===== src/rtl/scrambler_ctrl.sv =====
// scrambler_ctrl: sequences PR-generator load, warm-up and per-bit scrambling for one codeword.
// Define SCC_TIMEOUT_EN to add an 11-bit warm-up watchdog that pulses SCC_ERR.
module scrambler_ctrl (
  input  logic        CLK_SCC,
  input  logic        RST_SCC,
  input  logic        START_SCC,
  input  logic [15:0] N_RNTI,
  input  logic [9:0]  N_ID,
  input  logic [15:0] E_LEN,
  input  logic        IL_VALID,
  input  logic        GOLD_VALID,
  output logic [30:0] C_INIT,
  output logic        GEN_INIT,
  output logic        GEN_EN,
  output logic        SC_EN,
  output logic        SC_BUSY,
  output logic        IL_READY,
  output logic        SCC_DONE,
  output logic        SCC_ERR
);
  typedef enum logic [2:0] {IDLE, LOAD, WARMUP, RUN, DONE} state_t;
  state_t state, next_state;
  logic [15:0] len_q, cnt;
  logic accept, last, timeout;
  assign accept = state == RUN && IL_VALID && GOLD_VALID;
  assign last = cnt == len_q - 16'd1;
`ifdef SCC_TIMEOUT_EN
  logic [10:0] wd;
  logic err_q;
  // 2047th consecutive warm-up cycle without GOLD_VALID
  assign timeout = state == WARMUP && !GOLD_VALID && wd == 11'd2046;
  always_ff @(posedge CLK_SCC) begin
    if (RST_SCC) begin
      wd <= '0;
      err_q <= 1'b0;
    end else begin
      wd <= state == WARMUP ? wd + 11'd1 : '0;
      err_q <= timeout;
    end
  end
  assign SCC_ERR = err_q;
`else
  assign timeout = 1'b0;
  assign SCC_ERR = 1'b0;
`endif
  always_ff @(posedge CLK_SCC) begin
    if (RST_SCC) state <= IDLE;
    else state <= next_state;
  end
  always_ff @(posedge CLK_SCC) begin
    if (RST_SCC) begin
      C_INIT <= '0;
      len_q <= '0;
      cnt <= '0;
    end else begin
      if (state == IDLE && START_SCC && E_LEN != '0) begin
        C_INIT <= {N_RNTI, 15'b0} + 31'(N_ID);
        len_q <= E_LEN;
      end
      cnt <= state == RUN ? cnt + 16'(accept) : '0;
    end
  end
  always_comb begin
    next_state = state;
    case (state)
      IDLE:    next_state = START_SCC && E_LEN != '0 ? LOAD : IDLE;
      LOAD:    next_state = WARMUP;
      WARMUP:  next_state = GOLD_VALID ? RUN : timeout ? IDLE : WARMUP;
      RUN:     next_state = accept && last ? DONE : RUN;
      default: next_state = IDLE;
    endcase
  end
  always_comb begin
    GEN_INIT = state == LOAD;
    GEN_EN = state == WARMUP || accept;
    SC_EN = state == WARMUP || state == RUN;
    SC_BUSY = state == RUN;
    IL_READY = accept;
    SCC_DONE = state == DONE;
  end
endmodule


===== config.mk =====
export PLATFORM = sky130hd
export DESIGN_NAME = scrambler_ctrl
export DESIGN_NICKNAME = d
export VERILOG_FILES = /design/src/rtl/scrambler_ctrl.sv
export SDC_FILE = /design/constraint.sdc
export NUM_CORES = 1
export LEC_CHECK = 0
export ABC_AREA = 1
export BUFFER_PORTS_ARGS = -buffer_cell sky130_fd_sc_hd__buf_4
export CORE_AREA = 2 2 84 86
export CTS_BUF_LIST = sky130_fd_sc_hd__clkbuf_8
export CTS_CLUSTER_SIZE = 12
export DETAILED_ROUTE_END_ITERATION = 7
export DIE_AREA = 0 0 86 88
export GPL_ROUTABILITY_DRIVEN = 0
export PLACE_DENSITY = 0.76
export SYNTH_ARGS = -nofsm -noshare
export SYNTH_HDL_FRONTEND = slang
export SYNTH_SLANG_ARGS = --single-unit

===== constraint.sdc =====
create_clock -name CLK_SCC -period 2.05 [get_ports CLK_SCC]
set_input_delay 0.41 -clock CLK_SCC [delete_from_list [all_inputs] [get_ports CLK_SCC]]
set_output_delay 0.41 -clock CLK_SCC [all_outputs]
set_load 0.01 [all_outputs]

==> flow_metrics.tcl <==
set metrics [dict create \
    synth-simple-area-share 0.3500 \
    finalCriticalPeriod_ps 2007 \
    end_kind "flip-flop" \
    htreeDepth 3 \
    port_buffers 78 \
    cp.arrival_ps 2280 \
    yosys-top-cells-area "dfxtp_1, nor2_1, nand2_1, o21ai_0, inv_1" \
    io_pins 85 \
    cp_max_fo 3 \
    antenna_found_initial 0 \
    vias 3230 \
    synth_edf_count 0 \
    grt_max_degree 30 \
    final_hold_viol_count 0 \
    dp_hpwl_mm 6.086 \
    drv_cap 0 \
    clkSlewWorstSetupHoldPaths_ps 70 \
    fin_nets 623 \
    ir_drop_mv 0.4886 \
    rsz0062_at_grt "true" \
    first_global_vias 2944 \
    area_growth_syn_to_layout_pct 32.40 \
    drtPass1Iterations 5 \
    cts-hold-fix-buffers 0 \
    crit_type "flip-flop to flip-flop" \
    grt_usage 0.2120 \
    diodes 0 \
    die-height_um 88 \
    ys_ff_latch 61 \
    dieArea_um2 7568 \
    drt.antenna.violating_nets 0 \
    die-width_um 86 \
    clockRootBuffer "clkbuf_8" \
    initial_core_util 0.4778 \
    synth_fa_ha_area_frac 0.01182 \
    core_area_um2 6644 \
    overflow 0 \
    place_inst 641 \
    drcViolationCount 0 \
    yosysTopAreaCellShare 0.3847 \
    p_per_area_nw_per_um2 791.8 \
    yosysSeqAreaShare 0.3847 \
    ys_async_sr_fraction 0 \
    synth_warnings 0 \
    syn_area_um2 3174 \
    cts_buffer_depth 2 \
    synth_most_common_cell "nor2_1" \
    synth_cell_types 32 \
    fmax_mhz 498.3 \
    grt_pass1_wl_mm 12.66 \
    p_leak_uw 0.001969 \
    required_ps 2330 \
    synthMuxAreaShare 0 \
    finClkSkew_ps 8.871 \
    status "finished clean" \
    hold_class "input pin to flip-flop" \
    layout.cells.non_filler 658 \
    yosysTopAreaCell "dfxtp_1" \
    syn_area_per_cell_um2 6.655 \
    finalCritPeriodShare 0.9789 \
    synth_ff_type "dfxtp_1" \
    drive_above_1_share 0.2509 \
    layout_setup_ws_ps 43.19 \
    syn_inst 477 \
    cts_tree "done" \
    insertion_delay_ps 340 \
    clock-sinks 61 \
    cts_buffers 9 \
    drtIter0Drc 120 \
    routedWlPerCell_um 11.82 \
    start_kind "flip-flop" \
    wl_mm 7.776 \
    synth_common_cells "nor2_1, nand2_1, dfxtp_1" \
    post-place-ws_ps -114.8 \
    synth_compound_area_frac 0.1242 \
    drv_slew 0 \
    viasPerCell 4.909 \
    setup_viol 0 \
    synth_top_family_by_area "simple AND/OR/NAND/NOR gates" \
    rows 30 \
    synth_xor_area_frac 0.04020 \
]
[per-layer routing]
metal / wire [um] / part of all wire / vias up / track usage
met5: 0 / 0 / - / 0
met4: 79 / 0.010 / 0 / 0.06782
met3: 682 / 0.088 / 8 / 0.09802
met2: 3716 / 0.48 / 101 / 0.3495
met1: 3298 / 0.42 / 1413 / 0.2457
li1: - / - / 1708 / -
[state kept, by name, summed over array words and instances, names as in the netlist]
register / flops
state: 3
cnt: 16
len_q: 16
C_INIT: 26
[power breakdown]
group,internal [uW],switching (uW)
combinational,396,528
sequential,1290,77.4
clock,554,481
[worst paths after layout]
kind,depth (start not counted),slack [ps],to,startpoint
hold / removal,2,260,state[1]$_SDFF_PP0_,RST_SCC
setup reg to reg,16,40,cnt[12]$_SDFF_PP0_,state[2]$_SDFF_PP0_
hold reg to reg,2,480,len_q[1]$_SDFFE_PP0P_,len_q[1]$_SDFFE_PP0P_
setup / recovery,16,40,cnt[12]$_SDFF_PP0_,state[2]$_SDFF_PP0_
[cells by family (layout without fill, tap and decap cells)]
group / after synthesis / after routing
AOI/OAI and AO/OA: 76 / 76
xor gates and xnor gates: 13 / 13
adders and majority gates: 3 / 3
buffers and inverters: 68 / 164
DFF: 61 / 61
other: 1 / 6
and+or+nand+nor: 255 / 255
[layout by cell type (no fill, tap or decap), types with 2 or more instances in the layout]
| master | n |
|---|---|
| inv_2 | 3 |
| clkinvlp_4 | 2 |
| buf_4 | 99 |
| nand4_1 | 10 |
| nand3_1 | 20 |
| nor2_1 | 109 |
| nor2_2 | 4 |
| dfxtp_2 | 2 |
| o21ai_0 | 49 |
| nor3_1 | 8 |
| clkbuf_8 | 9 |
| nand2_2 | 6 |
| nand3b_1 | 4 |
| inv_1 | 46 |
| xnor2_1 | 4 |
| nor4_1 | 4 |
| or2_2 | 2 |
| dfxtp_1 | 59 |
| conb_1 | 6 |
| xor2_1 | 8 |
| clkinv_2 | 2 |
| a21oi_1 | 22 |
| nand2_1 | 78 |
| ha_4 | 2 |
| nor2_4 | 5 |
[cell type report]
cell class / count / area [um2]
tap: 80 / 100.1
clock inverter: 7 / 67.56
sequential: 61 / 1224
fill: 601 / 2441
inverter: 49 / 183.9
clock buffer: 9 / 123.9
timing repair buffer: 99 / 743.2
multi-input combinational: 353 / 1760
[through the flow]
stage / hold slack [ps] / utilization / TNS [ps] / instance area (um2) / total power [uW]
detailed placement: 466.5 / 0.5994 / -114.8 / 3983 / 2304
global placement: 463.1 / 0.5994 / -60.66 / 3983 / 2280
finish: 256.9 / 0.6326 / 0 / 4203 / 3328
floorplan: 447.4 / - / -52.66 / 3242 / 1980
global route: 253.7 / 0.6326 / -120.4 / 4203 / 3543
CTS: 240.1 / 0.6282 / 0 / 4174 / 3333
[critical path, cell delays in order, from the launching register on]
cell	delay [ps]
dfxtp_2	320
inv_2	60
nand2_4	50
nor2_4	110
nand2_2	60
inv_2	70
ha_4	140
ha_4	140
nand3_4	70
nor3_4	150
nand2_2	90
nor2_4	120
nand2_2	80
nor2_4	110
nand2_2	60
or2_0	210
a21oi_2	110
[repair_timing]
item,in CTS,in global routing
pin swaps,1,3
buffers inserted,0,1
endpoints found under the setup margin,1,7
resized for setup,0,9
(Power assumes the default switching activity.)
